### src/rtl/fetch_queue_if.sv
// fetch_queue_if
//   Bundles the fetch-side capture signals, the decode-side head/handshake
//   signals and the queue occupancy of fetch_queue.
//   master : driven by the fetch/decode environment (provides fetch triple,
//            fetchEnable, flush, decodeReady; observes head and PCWrite)
//   slave  : the queue itself
//   Parameter AW: pointer width, count is AW+1 bits wide.
interface fetch_queue_if #(
  parameter int AW = 2
);
  logic [15:0] PCIn;
  logic [15:0] IRIn;
  logic [15:0] incPCIn;
  logic        fetchEnable;
  logic        flush;
  logic        decodeReady;
  logic        PCWrite;
  logic        validOut;
  logic [15:0] PCOut;
  logic [15:0] IROut;
  logic [15:0] incPCOut;
  logic [AW:0] count;

  modport master (
    output PCIn, IRIn, incPCIn, fetchEnable, flush, decodeReady,
    input  PCWrite, validOut, PCOut, IROut, incPCOut, count
  );

  modport slave (
    input  PCIn, IRIn, incPCIn, fetchEnable, flush, decodeReady,
    output PCWrite, validOut, PCOut, IROut, incPCOut, count
  );
endinterface

### src/rtl/fetch_queue.sv
// fetch_queue
//   Instruction queue between fetch and decode. Captures {PC, IR, PC+1}
//   whenever fetch is allowed to advance, holds up to DEPTH entries and
//   presents the oldest one to decode with a valid/ready handshake. It also
//   drives the fetch PC write enable, acting as fetch backpressure, and
//   supports a single-cycle flush for branch/jump redirect.
// Ports:
//   clk   - rising-edge clock
//   reset - asynchronous active-low reset (clears pointers and count;
//           storage is left as is)
//   fq    - fetch_queue_if.slave: fetch triple, fetchEnable, flush,
//           decodeReady in; PCWrite, validOut, head triple, count out
module fetch_queue #(
  parameter int DEPTH = 4,
  parameter int AW    = 2
) (
  input logic          clk,
  input logic          reset,
  fetch_queue_if.slave fq
);

  localparam logic [AW:0] FULL_COUNT = (AW+1)'(DEPTH);

  logic [47:0]   entryMem [DEPTH];
  logic [AW-1:0] wp;
  logic [AW-1:0] rp;
  logic [AW:0]   cnt;
  logic          full;
  logic          empty;
  logic          enq;
  logic          deq;
  logic [47:0]   headEntry;

  assign full  = (cnt == FULL_COUNT);
  assign empty = (cnt == {(AW+1){1'b0}});

  // Full blocks enqueue even when the head leaves this cycle, which keeps
  // decodeReady out of the PCWrite path.
  assign enq = fq.fetchEnable & ~full & ~fq.flush;
  assign deq = ~empty & fq.decodeReady & ~fq.flush;

  // Flush must load the redirected PC regardless of fullness.
  assign fq.PCWrite  = fq.flush | (fq.fetchEnable & ~full);
  assign fq.validOut = ~empty;
  assign fq.count    = cnt;

  // Storage write; contents are intentionally not reset.
  always_ff @(posedge clk) begin
    if (enq) begin
      entryMem[wp] <= {fq.PCIn, fq.IRIn, fq.incPCIn};
    end
  end

  // Pointer and occupancy state; flush and reset both empty the queue.
  always_ff @(posedge clk or negedge reset) begin
    if (!reset) begin
      wp  <= {AW{1'b0}};
      rp  <= {AW{1'b0}};
      cnt <= {(AW+1){1'b0}};
    end else if (fq.flush) begin
      wp  <= {AW{1'b0}};
      rp  <= {AW{1'b0}};
      cnt <= {(AW+1){1'b0}};
    end else begin
      if (enq) begin
        wp <= wp + AW'(1);
      end
      if (deq) begin
        rp <= rp + AW'(1);
      end
      case ({enq, deq})
        2'b10:   cnt <= cnt + (AW+1)'(1);
        2'b01:   cnt <= cnt - (AW+1)'(1);
        default: cnt <= cnt;
      endcase
    end
  end

  // Head presentation; an empty queue shows an all-zero bubble.
  always_comb begin
    headEntry = entryMem[rp];
    if (empty) begin
      fq.PCOut    = 16'h0000;
      fq.IROut    = 16'h0000;
      fq.incPCOut = 16'h0000;
    end else begin
      fq.PCOut    = headEntry[47:32];
      fq.IROut    = headEntry[31:16];
      fq.incPCOut = headEntry[15:0];
    end
  end

endmodule

### src/flat_wrapper.sv
// flat-port wrapper written by rule: the top's interface ports become plain ports
module fetch_queue_flat 
#(
  parameter int DEPTH = 4,
  parameter int AW    = 2
)
  (clk, reset, fq_PCIn, fq_IRIn, fq_incPCIn, fq_fetchEnable, fq_flush, fq_decodeReady, fq_PCWrite, fq_validOut, fq_PCOut, fq_IROut, fq_incPCOut, fq_count);
  fetch_queue_if #(.AW(AW)) fq_i ();
  input logic clk;
  input logic reset;
  input wire logic [$bits(fq_i.PCIn)-1:0] fq_PCIn;
  input wire logic [$bits(fq_i.IRIn)-1:0] fq_IRIn;
  input wire logic [$bits(fq_i.incPCIn)-1:0] fq_incPCIn;
  input wire logic [$bits(fq_i.fetchEnable)-1:0] fq_fetchEnable;
  input wire logic [$bits(fq_i.flush)-1:0] fq_flush;
  input wire logic [$bits(fq_i.decodeReady)-1:0] fq_decodeReady;
  output wire logic [$bits(fq_i.PCWrite)-1:0] fq_PCWrite;
  output wire logic [$bits(fq_i.validOut)-1:0] fq_validOut;
  output wire logic [$bits(fq_i.PCOut)-1:0] fq_PCOut;
  output wire logic [$bits(fq_i.IROut)-1:0] fq_IROut;
  output wire logic [$bits(fq_i.incPCOut)-1:0] fq_incPCOut;
  output wire logic [$bits(fq_i.count)-1:0] fq_count;
  assign fq_i.PCIn = fq_PCIn;
  assign fq_i.IRIn = fq_IRIn;
  assign fq_i.incPCIn = fq_incPCIn;
  assign fq_i.fetchEnable = fq_fetchEnable;
  assign fq_i.flush = fq_flush;
  assign fq_i.decodeReady = fq_decodeReady;
  assign fq_PCWrite = fq_i.PCWrite;
  assign fq_validOut = fq_i.validOut;
  assign fq_PCOut = fq_i.PCOut;
  assign fq_IROut = fq_i.IROut;
  assign fq_incPCOut = fq_i.incPCOut;
  assign fq_count = fq_i.count;
  fetch_queue #(.DEPTH(DEPTH), .AW(AW)) u_core (.clk(clk), .reset(reset), .fq(fq_i));
endmodule
### config.mk
export PLATFORM = sky130hd
export DESIGN_NAME = fetch_queue_flat
export DESIGN_NICKNAME = d
export VERILOG_FILES = /design/src/rtl/fetch_queue_if.sv /design/src/rtl/fetch_queue.sv /design/src/flat_wrapper.sv
export SDC_FILE = /design/constraint.sdc
export NUM_CORES = 1
export LEC_CHECK = 0
export CAP_MARGIN = 20
export CORE_MARGIN = 2
export CORE_UTILIZATION = 49
export DETAILED_ROUTE_END_ITERATION = 8
export PLACE_DENSITY = 0.75
export SKIP_CTS_REPAIR_TIMING = 1
export SLEW_MARGIN = 10
export SYNTH_ARGS = -nofsm -noshare
export SYNTH_HDL_FRONTEND = slang
export SYNTH_SLANG_ARGS = --single-unit
### constraint.sdc
create_clock -name clk -period 4.6 [get_ports clk]
set_input_delay 0.92 -clock clk [delete_from_list [all_inputs] [get_ports clk]]
set_output_delay 0.92 -clock clk [all_outputs]
set_load 0.02 [all_outputs]
==> out/metrics.cfg <==
[status]
status = finished clean

[setup_path]
critPathRequiredTime_ns = 3.68
endpoint_kind = output port
worstSetupPathType = flop to output port
crit_path_start = u_core.fq.count[0]
cp.arrival_ns = 2.77
cp-start-kind = flop
reg2reg_from = u_core.fq.count[0]
path_max_fanout = 51

[yosys]
syn_avg_cell_area_um2 = 21.3
synth_top_area_share = 0.732
yosysWarnings = 0
synth_largest_area_cell = edfxtp_1
ys_seq_elements = 199
ys_top_cells_by_area = edfxtp_1, mux4_2, and2_1
ys_types = 35
synth_area_um2 = 7880
syn-instance-count = 370
ys_seq_area_frac = 0.754
syn-num-nets = 428

[cells_and_area]
seq_area_um2 = 5950
final_common_cell = edfxtp_1
antenna_cells = 0
multi_input_area_um2 = 1750
fin_util = 0.609
mostFrequentLayoutCells = edfxtp_1, clkdlybuf4s50_1, and2_1, mux4_2, clkbuf_16
drive_above_1_share = 0.183
area_growth_pct = 21.9
final_nets = 538
final_area_um2 = 9600
nFillCells = 1122

[cts]
clockRootBuffer = clkbuf_16
cts_max_path_buffers = 2
cts_tree = yes
clk_pin_slew_worst_paths_ns = 0.06
cts_buffers = 17
worstSkewPairLatency_ns = 0.43
cts_sinks = 199
h-tree-depth = 4

[sta]
timing.fmax_mhz = 271
finalCritPeriodShare = 0.803
finalMaxSlewViolations = 0
period_minus_slack_ns = 3.69
maxSlewHeadroom = 0.431
hold_viol_final = 0
worstMarginPinSlew_ns = 0.854
fin_skew_ns = 0.0119
rsz0062_at_grt = false
holdWs_ns = 0.613
setup_viol = 0

[detailed_routing]
wl_per_cell_um = 19.4
dr.pass1.iters = 4
drc = 0
drtIter0Drc = 291
vias = 3774
routed_wl_um = 13800
ant_nets = 0
viasPerCell = 5.33

[power_and_ir_drop]
power_mw = 4.13
peakVddDrop_mv = 0.332
leakage_nw = 3.05
powerDensity_nw_per_um2 = 430

[placement]
globalplace.congestion = 0.794
portBuffers = 105
placed_area_um2 = 9100
dp.final_hpwl_um = 8030

[grt]
grt_pass1_vias = 3994
grtUsageTotal = 0.174
antenna_found_initial = 0
grt_overflow = 0
grt_first_pass_wirelength_um = 21500
grt_max_degree = 52

[die]
coreArea_um2 = 15800
dieArea_um2 = 17100
ios = 106
die_x_um = 131
fp.dieH_um = 131
initial_utilization = 0.500
row_count = 46

[run]
cap_violations = 0

[min_path]
min_from = u_core.wp[1]
hp-class = flop to flop

[final timing paths]
| check | endpoint | slack (ns) | cells after the start |
|---|---|---|---|
| worst max register to register | u_core.fq.count[1] | 2.10 | 6 |
| worst min register to register | u_core.wp[1] | 0.61 | 2 |
| worst max-delay path | fq_incPCOut[3] | 0.91 | 3 |
| max in group asynchronous | u_core.rp[0] | 3.59 | 1 |
| min in group asynchronous | u_core.fq.count[1] | 0.74 | 1 |
| worst min-delay path | u_core.wp[1] | 0.61 | 2 |
[sequential cells by signal (all words and copies together), names as in the netlist]
signal	cells
u_core.entryMem	192
u_core.fq.count	3
u_core.rp	2
u_core.wp	2
[cells in the mapped netlist]
library cell  number
o21ai_0            2
nand2b_1           3
and2_1            49
clkbuf_1           6
or3b_1             1
nor3b_1            6
a221oi_1           1
a22oi_1            1
inv_1              4
nand3_1            2
or2_2              1
o31ai_1            1
buf_12             5
o311ai_0           1
o211ai_1           1
nor2_1             3
dfrtp_1            7
xor2_1             3
o22ai_1            2
fa_1               1
mux4_2            48
buf_2              9
a211o_1            1
a21oi_1            6
buf_1              1
edfxtp_1         192
a21o_1             1
buf_4              1
nor4_1             1
a211oi_1           2
ha_1               4
nand2_1            1
buf_6              1
or3_1              1
nand3b_1           1
[cell type report]
cell class	count	area share
Clock buffer	20	0.0455
Clock inverter	11	0.00639
Tap cell	216	0.0282
Sequential cell	199	0.619
Timing Repair Buffer	114	0.117
Inverter	4	0.00156
Multi-Input combinational cell	144	0.183
[metal layers]
layer | wire [um] | part of all wire | vias to the layer above | global-route usage
met4 | 176 | 0.013 | 0 | 0.0538
met1 | 5790 | 0.42 | 1937 | 0.228
met3 | 905 | 0.066 | 16 | 0.0603
met2 | 6880 | 0.50 | 113 | 0.280
li1 | - | - | 1708 | -
met5 | 0 | 0 | - | 0
[kinds of logic after synthesis]
| family | share of synthesized area |
|---|---|
| AOI/OAI and AO/OA | 0.0157 |
| xor gates and xnor gates | 0.00334 |
| adders and majority gates | 0.00889 |
| buffers and inverters | 0.0260 |
| DFF | 0.754 |
| muxes | 0.137 |
| and+or+nand+nor | 0.0546 |
[worst max-delay path, stage by stage, from the launching register on]
cell	delay [ns]
dfrtp_1	0.53
or3_2	0.93
and2_1	0.32
clkdlybuf4s50_1	0.55
[per-stage QoR]
| stage | cells | setup WS (ns) | TNS (ns) |
|---|---|---|---|
| floorplan | 370 | -0.698 | -134.03 |
| global placement | 677 | 1.14 | 0 |
| detailed placement | 677 | 1.08 | 0 |
| CTS | 708 | 0.834 | 0 |
| global route | 708 | 0.751 | 0 |
| finish | 708 | 0.908 | 0 |
[where the power goes]
group          total [mW]  internal (mW)  switching, mW
Clock                1.27          0.677          0.588
Combinational       0.765          0.399          0.366
Sequential           2.10           2.05         0.0489
Total                4.13           3.13           1.00
Power figures use the tool's default switching activity.
